--- config.mk ---
export PLATFORM = sky130hd
export DESIGN_NAME = i2c_bus_sniffer
export DESIGN_NICKNAME = d
export VERILOG_FILES = /design/src/rtl/i2c_bus_sniffer.sv
export SDC_FILE = /design/constraint.sdc
export NUM_CORES = 1
export LEC_CHECK = 0
export CAP_MARGIN = 20
export CORE_MARGIN = 2
export CORE_UTILIZATION = 35
export CTS_CLUSTER_SIZE = 14
export DETAILED_ROUTE_END_ITERATION = 10
export GPL_ROUTABILITY_DRIVEN = 0
export SYNTH_ARGS = -nofsm -noshare
export SYNTH_HDL_FRONTEND = slang
export SYNTH_SLANG_ARGS = --single-unit
--- constraint.sdc ---
create_clock -name clk -period 2.2 [get_ports clk]
set_input_delay 0.44 -clock clk [delete_from_list [all_inputs] [get_ports clk]]
set_output_delay 0.44 -clock clk [all_outputs]
set_load 0.05 [all_outputs]
--- src/rtl/i2c_bus_sniffer.sv ---
// Passive I2C bus monitor: synchronises and deglitches SCL/SDA, detects
// START/STOP, deserialises 9-bit transfers and flags an SCL-low stuck bus.
// Never drives the bus.
module i2c_bus_sniffer #(
  parameter int unsigned FILT_LEN    = 4,
  parameter int unsigned TIMEOUT_CYC = 65535
) (
  input  logic       clk,
  input  logic       reset_n,
  input  logic       scl_i,
  input  logic       sda_i,
  output logic       bus_busy,
  output logic       start_det,
  output logic       stop_det,
  output logic       byte_valid,
  output logic [7:0] byte_data,
  output logic       byte_ack,
  output logic       byte_is_addr,
  output logic       rw_bit,
  output logic       timeout
);

  localparam int unsigned FCW = (FILT_LEN > 1) ? $clog2(FILT_LEN) : 1;
  localparam int unsigned TCW = $clog2(TIMEOUT_CYC + 1);
  localparam int unsigned BCW = 4;

  typedef enum logic {IDLE, RX} state_t;

  logic           scl_s1, scl_s2, sda_s1, sda_s2;
  logic           scl_f, sda_f, scl_d, sda_d;
  logic [FCW-1:0] scl_cnt, sda_cnt;
  logic [TCW-1:0] to_cnt;
  logic [BCW-1:0] bit_cnt;
  logic [7:0]     shreg;
  logic           addr_flag;
  state_t         state;

  logic scl_rise_c, start_cond_c, stop_cond_c;

  // Two-flop synchronisers; idle bus level is high
  always_ff @(posedge clk or negedge reset_n) begin
    if (!reset_n) begin
      scl_s1 <= 1'b1;
      scl_s2 <= 1'b1;
      sda_s1 <= 1'b1;
      sda_s2 <= 1'b1;
    end else begin
      scl_s1 <= scl_i;
      scl_s2 <= scl_s1;
      sda_s1 <= sda_i;
      sda_s2 <= sda_s1;
    end
  end

  // SCL deglitch: follow synced value only after FILT_LEN consecutive differing samples
  always_ff @(posedge clk or negedge reset_n) begin
    if (!reset_n) begin
      scl_f   <= 1'b1;
      scl_cnt <= '0;
    end else if (scl_s2 == scl_f) begin
      scl_cnt <= '0;
    end else if (scl_cnt == FCW'(FILT_LEN - 1)) begin
      scl_f   <= scl_s2;
      scl_cnt <= '0;
    end else begin
      scl_cnt <= scl_cnt + FCW'(1);
    end
  end

  // SDA deglitch, same rule as SCL
  always_ff @(posedge clk or negedge reset_n) begin
    if (!reset_n) begin
      sda_f   <= 1'b1;
      sda_cnt <= '0;
    end else if (sda_s2 == sda_f) begin
      sda_cnt <= '0;
    end else if (sda_cnt == FCW'(FILT_LEN - 1)) begin
      sda_f   <= sda_s2;
      sda_cnt <= '0;
    end else begin
      sda_cnt <= sda_cnt + FCW'(1);
    end
  end

  // One-cycle delayed copies of the filtered lines for edge detection
  always_ff @(posedge clk or negedge reset_n) begin
    if (!reset_n) begin
      scl_d <= 1'b1;
      sda_d <= 1'b1;
    end else begin
      scl_d <= scl_f;
      sda_d <= sda_f;
    end
  end

  // SDA edges only count as START/STOP while SCL is steadily high
  always_comb begin
    scl_rise_c   = scl_f & ~scl_d;
    start_cond_c = scl_f & scl_d & sda_d & ~sda_f;
    stop_cond_c  = scl_f & scl_d & ~sda_d & sda_f;
  end

  // Transfer FSM with registered event pulses, byte capture and stuck-SCL timeout
  always_ff @(posedge clk or negedge reset_n) begin
    if (!reset_n) begin
      state        <= IDLE;
      bus_busy     <= 1'b0;
      start_det    <= 1'b0;
      stop_det     <= 1'b0;
      byte_valid   <= 1'b0;
      byte_data    <= '0;
      byte_ack     <= 1'b0;
      byte_is_addr <= 1'b0;
      rw_bit       <= 1'b0;
      timeout      <= 1'b0;
      to_cnt       <= '0;
      bit_cnt      <= '0;
      shreg        <= '0;
      addr_flag    <= 1'b0;
    end else begin
      start_det  <= 1'b0;
      stop_det   <= 1'b0;
      byte_valid <= 1'b0;
      if (start_cond_c) begin
        timeout <= 1'b0;
      end
      case (state)
        IDLE: begin
          to_cnt <= '0;
          if (start_cond_c) begin
            state     <= RX;
            bit_cnt   <= '0;
            addr_flag <= 1'b1;
            start_det <= 1'b1;
            bus_busy  <= 1'b1;
          end else if (stop_cond_c) begin
            stop_det <= 1'b1;
          end
        end
        RX: begin
          if (scl_f) begin
            to_cnt <= '0;
          end else if (to_cnt == TCW'(TIMEOUT_CYC - 1)) begin
            timeout  <= 1'b1;
            bus_busy <= 1'b0;
            state    <= IDLE;
          end else begin
            to_cnt <= to_cnt + TCW'(1);
          end
          if (start_cond_c) begin
            bit_cnt   <= '0;
            addr_flag <= 1'b1;
            start_det <= 1'b1;
          end else if (stop_cond_c) begin
            stop_det <= 1'b1;
            bus_busy <= 1'b0;
            state    <= IDLE;
          end else if (scl_rise_c) begin
            if (bit_cnt == BCW'(8)) begin
              byte_valid   <= 1'b1;
              byte_data    <= shreg;
              byte_ack     <= ~sda_f;
              byte_is_addr <= addr_flag;
              if (addr_flag) begin
                rw_bit <= shreg[0];
              end
              bit_cnt   <= '0;
              addr_flag <= 1'b0;
            end else begin
              shreg   <= {shreg[6:0], sda_f};
              bit_cnt <= bit_cnt + BCW'(1);
            end
          end
        end
        default: state <= IDLE;
      endcase
    end
  end

endmodule

==> Word-level counts from Yosys, hierarchy flattened <==
Cells that the tools add are included.
W data, S select, Z words.
{ "totals": {"regBits": 58, "out_inout_bits": 16} }
{ "op_classes": {"addsub": 4, "n_eq_ne": 11, "mux": 41, "bitwise": 15, "reduce_logical": 7} }
{ "ops": {"columns": ["op", "n"], "rows": [
  ["$mux W16", 2],
  ["$pmux W16 S2", 1],
  ["$mux W1", 25],
  ["$mux W4", 5],
  ["$add A16 B1 Y16 const B", 1],
  ["$eq A16 B16 Y1 const B", 1],
  ["$reduce_and A5 Y1", 2],
  ["$not A1 Y1", 9],
  ["$mux W2", 4],
  ["$pmux W4 S2", 1],
  ["$and A1 B1 Y1", 6],
  ["$ne A3 B1 Y1 const B", 2],
  ["$ne A3 B3 Y1 const B", 2],
  ["$pmux W1 S2", 3],
  ["$reduce_and A6 Y1", 1],
  ["$add A2 B1 Y2 const B", 2],
  ["$add A4 B1 Y4 const B", 1],
  ["$eq A2 B2 Y1 const B", 2],
  ["$eq A4 B4 Y1 const B", 1],
  ["$reduce_and A2 Y1", 2],
  ["$reduce_and A4 Y1", 1],
  ["$reduce_and A3 Y1", 1],
  ["$eq A1 B1 Y1", 2],
  ["$ne A2 B2 Y1 const B", 1]
]} }

==> Depth between registers and ports, before layout <==
Gate-level depths: netlist (run 1).
{ "logic_depth": {"depth_word": 7, "depth_mapped": 8, "mapped_depth_nobuf": 7} }

==> Worst setup path before layout (run 1) <==
OpenSTA, ideal clock, no wires.
{ "synth_timing": {"path_type": "reg-to-reg", "start": "register to_cnt[0]", "end": "register to_cnt[3]", "arrival_ns": 1.555, "required_ns": 2.113, "path_slack_ns": 0.558, "stages_incl_launch_ff": 8, "period_less_slack_ns": 1.642, "path_cell_list": "dfrtp_1 -> inv_1 -> ha_1 -> nand2_1 -> or3_4 -> or2_1 -> buf_6 -> a211oi_2"} }
{ "synth_between": {"elab_chain_cells": 4, "word_cells_on_any_way": 6} }
{ "synth_lines": {"columns": ["element", "line", "text"], "rows": [
  ["from (decl)", "32", "logic [TCW-1:0] to_cnt;"],
  ["from (signal assigned)", "148", "to_cnt <= to_cnt + TCW'(1);"],
  ["$add A16 B1 Y16", "148", null],
  ["$mux W16", "143", "end else if (to_cnt == TCW'(TIMEOUT_CYC - 1)) begin"],
  ["$mux W16", "141", "if (scl_f) begin"],
  ["$pmux W16 S2", "127", "case (state)"]
]} }
Several ways; a longest one is shown, not always the timed one. The select of a mux whose other input is x is not followed.
A chain may end at the register's enable or synchronous reset.

==> Worst setup path after layout (run 1) <==
{ "layout_timing": {"start": "register bus_busy", "end": "output port bus_busy"} }
{ "layout_rtl": {"columns": ["element", "line", "text"], "rows": [
  ["from (decl)", "12", "output logic bus_busy,"],
  ["from (signal assigned)", "107", "bus_busy <= 1'b0;"],
  ["from (signal assigned)", "135", "bus_busy <= 1'b1;"],
  ["from (signal assigned)", "145", "bus_busy <= 1'b0;"]
]} }
No word-level cell between the ends.

==> results.md, run 1 <==
* RSZ-0062 raised after global routing: false
* Reg-to-reg slack, setup at 0.45 ns
* Post-Synthesis Cells at between 200 and 250
* First-pass GRT wire length at 7670 um
* Top cells by area in the synthesized netlist: dfrtp_1, dfstp_2, nand2_1
* Slowest stage delay, CP at between 0.8 and 0.9 ns
* Ys flop type: dfrtp_1
* Worst path required time at 1.76 ns
* Hpwl dp at 2870 um
* Initial antenna violation count at 0
* Area delta synth->final at 20.5%
* Inserted Clock Buffers at 9
* # DRC at 0
* H-tree Lvls at 3
* Critical setup path kind: reg -> out
* DP Cell Count at 331
* Core footprint at 6870 um2
* Number of synthesized register bits at 58
* Worst setup SP type: register
* Leak Pwr at ~1.3 nW
* Setup ws final at 0.207 ns
* RR Startpoint: to_cnt[0]
* Fin cells at around 350
* Unique masters post-synth at around 50
* WL final at 4380 um
* Most frequent cells in the layout: dfrtp_1, nand2_1, clkdlybuf4s50_1
* Largest net degree at the start of global routing at 59
* Hold Vio Cnt, Final at 0
* Min-Delay Path Class: in -> async
* DRT antenna net count at 0
* TritonCTS clock tree: built
* Asr flop ratio synth at 1.00
* Critical R2R Capture: to_cnt[3]
* Synth top area share at 0.497
* Antenna diode count at 0
* Root Buffer: clkbuf_8
* Pins Over Slew Limit at 0
* Worst-path clk slew at 0.06 ns
* Overflow after GRT at 0
* Number of synthesized flops with an enable pin at 0
* Die W at around 89 um
* Fmax at approximately 500 MHz
* Data arrival, critical path at 1.55 ns
* Vias in the first global route at 1,668
* Resized Gates After CTS at 0
* Skew final at 0.00513 ns
* Tot GR Track Use at 0.130
* Pre-CTS WS at ~0.47 ns
* Leading cell type in the layout, fill and taps excluded: dfrtp_1
* Starting density of the core at 0.366
* Fin area at 3030 um2
* Via count at between 1,500 and 2,000
* Worst rel slew slack at 0.566
* Cell accounting for the most synthesized area: dfrtp_1
* R2R cell count at 6
* Die Ht at between 80 and 90 um
* TritonRoute pass-1 iters at 4
* Worst-margin pin slew at ~0.65 ns
* CP max FO at 3
* Sequential area share after synthesis at 0.581
* Mean Syn Cell Area at 11.2 um2
* Synthesized Nets at around 230
* Setup TNS at 0 ns
* Maximum VDD drop at 0.401 mV
* Clock period minus worst slack at 1.99 ns
* Longest Clk Path Bufs at 2
* Final net count at ~260
* I/O Pins at 20
* DR vias/cell at 5.01
* Port-buffer cells at 19
* Crit-path slowest cell: clkdlybuf4s50_1
* Post-CTS setup buffers at 0
* TritonCTS Sinks at 58
* Fillers at 648
* Worst-path cell chain: clkdlybuf4s50_1
* Layout cells sized above 1 at 0.183
* Worst skew pair latency at 0.34 ns
* Initial DRC Count at 118
* Synth warn at 0
* Cts hold-fix bufs at 0
* Bufs and invs on worst path at 1
* Netlist Area Pre-Place at about 2500 um2
* P per Cell Area at 1010 nW/um2
* Die ar. at 7880 um2
* Max-cap violations at 0
* Outcome: complete, no violations
* Fin crit share at 0.906
* Drt wl/cell at 12.6 um
* Critical path depth at 1
* Crit path max-delay family: buffers and inverters
* Placed cell area at 2800 um2
* # setup viols final at 0
* Crit end category: output port
* Floorplan row count at 30
==> kinds of logic after synthesis <==
family / synth area share
multiplexers: 0.0492
flip-flops: 0.581
buffers and inverters: 0.0393
AND/OR/NAND/NOR: 0.187
AO/OA/AOI/OAI: 0.0925
XOR/XNOR: 0.0209
adder cells (fa/ha/maj): 0.0298
==> registers in the layout, summed over array words and instances (netlist names), 2 cells and up <==
signal and count:
sda_cnt 2, to_cnt 16, byte_data 8, bit_cnt 4, scl_cnt 2, shreg 8
==> worst max-delay path by stage <==
| stage | start | endpoint | slack (ns) |
|---|---|---|---|
| 2_1_floorplan | to_cnt[0] | to_cnt[3] | 0.56 |
| 3_3_place_gp | to_cnt[0] | to_cnt[3] | 0.50 |
| 3_5_place_dp | to_cnt[0] | to_cnt[3] | 0.47 |
| 4_1_cts | bus_busy | bus_busy | 0.18 |
| 5_1_grt | bus_busy | bus_busy | 0.14 |
| 6_report | bus_busy | bus_busy | 0.21 |
==> cell type report <==
| type | instances | area, um2 | area share |
|---|---|---|---|
| Multi-Input combinational cell | 146 | 956 | 0.315 |
| Clock buffer | 12 | 165 | 0.0545 |
| Sequential cell | 58 | 1460 | 0.482 |
| Clock inverter | 4 | 72.6 | 0.0239 |
| Timing Repair Buffer | 23 | 228 | 0.0751 |
| Inverter | 8 | 30.0 | 0.00990 |
| Tap cell | 96 | 120 | 0.0396 |
==> per-layer routing <==
layer  GRT usage  vias up  share of wire
met5           0        -              0
met1       0.177      853           0.49
met4      0.0868        0          0.020
met3      0.0392        9          0.045
li1            -      839              -
met2       0.178       39           0.44
==> synthesized netlist by cell type (all sizes together) (2+ instances only) <==
| library cell | instances |
|---|---|
| a31oi | 3 |
| xnor2 | 3 |
| o31ai | 3 |
| nor2 | 5 |
| dfstp | 8 |
| nand2 | 40 |
| nand3 | 5 |
| buf | 6 |
| dfrtp | 50 |
| o21a | 2 |
| o211ai | 2 |
| nand2b | 2 |
| xor2 | 3 |
| clkbuf | 6 |
| mux2 | 11 |
| ha | 6 |
| nor4 | 3 |
| nor2b | 2 |
| and4 | 3 |
| a21oi | 8 |
| o21ai | 7 |
| and3 | 2 |
| inv | 8 |
| nor3 | 7 |
| or4 | 4 |
| nand4 | 8 |
==> metrics by stage <==
step	power [mW]	hold slack (ns)	util
global route	3.27	0.110	0.442
CTS	3.11	0.102	0.442
detailed placement	1.96	0.347	0.407
finish	3.07	0.0888	0.442
global placement	1.94	0.347	0.407
floorplan	1.80	0.144	-
==> power breakdown <==
part           switching (mW)  total, mW  internal [mW]
logic                   0.282      0.508          0.225
registers               0.153       1.43           1.27
clock network           0.411       1.14          0.728
Power figures use the tool's default switching activity.
==> run 2, diff against run 1 <==
--- a/config.mk
+++ b/config.mk
@@ -11,6 +11,7 @@
 export CTS_CLUSTER_SIZE = 14
 export DETAILED_ROUTE_END_ITERATION = 10
 export GPL_ROUTABILITY_DRIVEN = 0
+export PLACE_DENSITY = 0.63
 export SYNTH_ARGS = -nofsm -noshare
 export SYNTH_HDL_FRONTEND = slang
 export SYNTH_SLANG_ARGS = --single-unit
==> run 2 against run 1 <==
Via count down 2.8%. Non-clock buffer count up 2. Largest cell class unchanged. Worst hold slack better by 0.27 ns. Clock power down 17%. Clock skew up 0.0049 ns. Flip-flop and latch count unchanged. Count of clock-buffer cells in the layout down 1. Final cell count up 0.58%. Routed wire length down 0.16%. Worst setup slack better by 0.016 ns. Register-to-register slack about the same. Maximum frequency up 0.83%. Largest power group unchanged.
==> results.md, run 2 (synthesis gave the netlist of run 1 again) <==
* Max FFs per register at 16
* Fmax at 506 MHz
* Port-buffer cells at 19
* Combinational share of power at 0.177
* Clock share of power at 0.329
* Fin crit share at 0.898
* Hpwl dp at between 2000 and 3000 um
* Post-CTS setup buffers at 0
* Vias in the first global route at 1,614
* Leading cell type in the layout, fill and taps excluded: dfrtp_1
* Root Buffer: clkbuf_8
* TritonCTS clock tree: built
* # setup viols final at 0
* Pins Over Slew Limit at 0
* Inserted Clock Buffers at 9
* Skew final at roughly 0.01 ns
* RSZ-0062 raised after global routing: false
* Sw Ratio at 0.291
* Longest Clk Path Bufs at 2
* Hold Vio Cnt, Final at 0
* Layout cells sized above 1 at 0.182
* Hold path startpoint: scl_s1
* Initial antenna violation count at 0
* Hold Path Depth at 0
* Worst-path clk slew at 0.06 ns
* Worst-margin pin slew at approximately 0.66 ns
* P per Cell Area at 960 nW/um2
* Initial DRC Count at between 70 and 80
* Drt wl/cell at 12.5 um
* Via count at ~1,700
* Maximum VDD drop at 0.481 mV
* Die ar. at 7880 um2
* Leak Pwr at 1.34 nW
* Critical R2R Capture: to_cnt[3]
* Tot GR Track Use at 0.127
* Overflow after GRT at 0
* Worst-path cell chain: clkdlybuf4s50_1
* RR Startpoint: to_cnt[0]
* Largest net degree at the start of global routing at 52
* Top reg by flops: to_cnt
* # DRC at 0
* TritonRoute pass-1 iters at 5
* TritonCTS Sinks at between 50 and 60
* Setup TNS at 0 ns
* Worst setup SP type: register
* Worst skew pair latency at 0.33 ns
* Critical setup path kind: reg -> out
* Outcome: complete, no violations
* Crit-path slowest cell: clkdlybuf4s50_1
* Switching power at 0.840 mW
* DR vias/cell at a little under 5
* Die Ht at about 89 um
* WL final at 4370 um
* Data arrival, critical path at ~1.5 ns
* Worst path required time at 1.76 ns
* Seq pwr share at 0.493
* Clock period minus worst slack at 1.98 ns
* H-tree Lvls at 3
* Final net count at ~260
* Starting density of the core at 0.366
* Reg-to-reg slack, setup at about 0.44 ns
* Max-cap violations at 0
* Hold Path End: scl_s2
* I/O Pins at 20
* Cell Int Power at 2.05 mW
* Tot Pwr at around 2.9 mW
* First-pass GRT wire length at 7580 um
* Area delta synth->final at 19.5%
* Worst rel slew slack at 0.557
* Min-Delay Path Class: reg -> reg
* Crit path from: bus_busy
* Slowest stage delay, CP at 0.82 ns
* Die W at 88.8 um
* R2R cell count at 6
* Floorplan row count at 30
* Crit path max-delay family: buffers and inverters
* Most frequent cells in the layout: dfrtp_1, nand2_1, clkdlybuf4s50_1
* Antenna diode count at 0
* CP max FO at 3
* Core footprint at roughly 7000 um2
* Bufs and invs on worst path at 1
* Top flop regs: to_cnt: 16 flops, byte_data: 8 flops, shreg: 8 flops
* DRT antenna net count at 0
* Crit end category: output port
## run 2: cell count changes in the layout (fill, tap and decap cells not counted), sizes merged
cell         change
dlygate4sd3      +1
buf              +1
bufinv           -1
clkinvlp         -1
clkinv           +3
clkbuf           -1
## run 2: power groups by stage
stage,clock [mW],sequential [mW],combinational [mW]
after CTS,0.987,1.43,0.522
after global placement,0,1.44,0.511
after detailed placement,0,1.44,0.518
after global routing,1.04,1.46,0.583
final,0.951,1.42,0.512
after floorplan,0,1.43,0.370
## run 2: timing repair
action,CTS,global route
resized for setup,0,0
endpoints found under the hold margin,3,0
hold buffers,1,0
## run 2: layout make-up
class                      instances  area, um2
sequential                        58       1460
timing repair buffer              25        245
fill                             654       3860
inverter                           8       30.0
clock buffer                      11        141
multi-input combinational        146        956
clock inverter                     5       53.8
tap                               96        120
## run 2: how the worst max path moves through the flow
stage	to	slack (ns)	depth (start not counted)
CTS	bus_busy	0.21	1
global route	bus_busy	0.18	1
detailed placement	to_cnt[3]	0.47	6
finish	bus_busy	0.22	1
global placement	to_cnt[3]	0.51	6
floorplan	to_cnt[3]	0.56	7
## run 2: through the flow
| step | instances | cell area, um2 | util | setup WS [ns] | hold slack [ns] |
|---|---|---|---|---|---|
| 2_1_floorplan | 224 | 2520 | - | 0.558 | 0.144 |
| 3_3_place_gp | 332 | 2800 | 0.408 | 0.513 | 0.296 |
| 3_5_place_dp | 332 | 2800 | 0.408 | 0.471 | 0.298 |
| 4_1_cts | 349 | 3010 | 0.438 | 0.208 | 0.357 |
| 5_1_grt | 349 | 3010 | 0.438 | 0.175 | 0.363 |
| 6_report | 349 | 3010 | 0.438 | 0.224 | 0.356 |
## run 2: metal layers
layer | share of wire | global-route usage | routed length (um)
met4 | 0.018 | 0.0579 | 77
met5 | 0 | 0 | 0
met3 | 0.041 | 0.0429 | 179
met2 | 0.46 | 0.181 | 1990
met1 | 0.49 | 0.176 | 2120
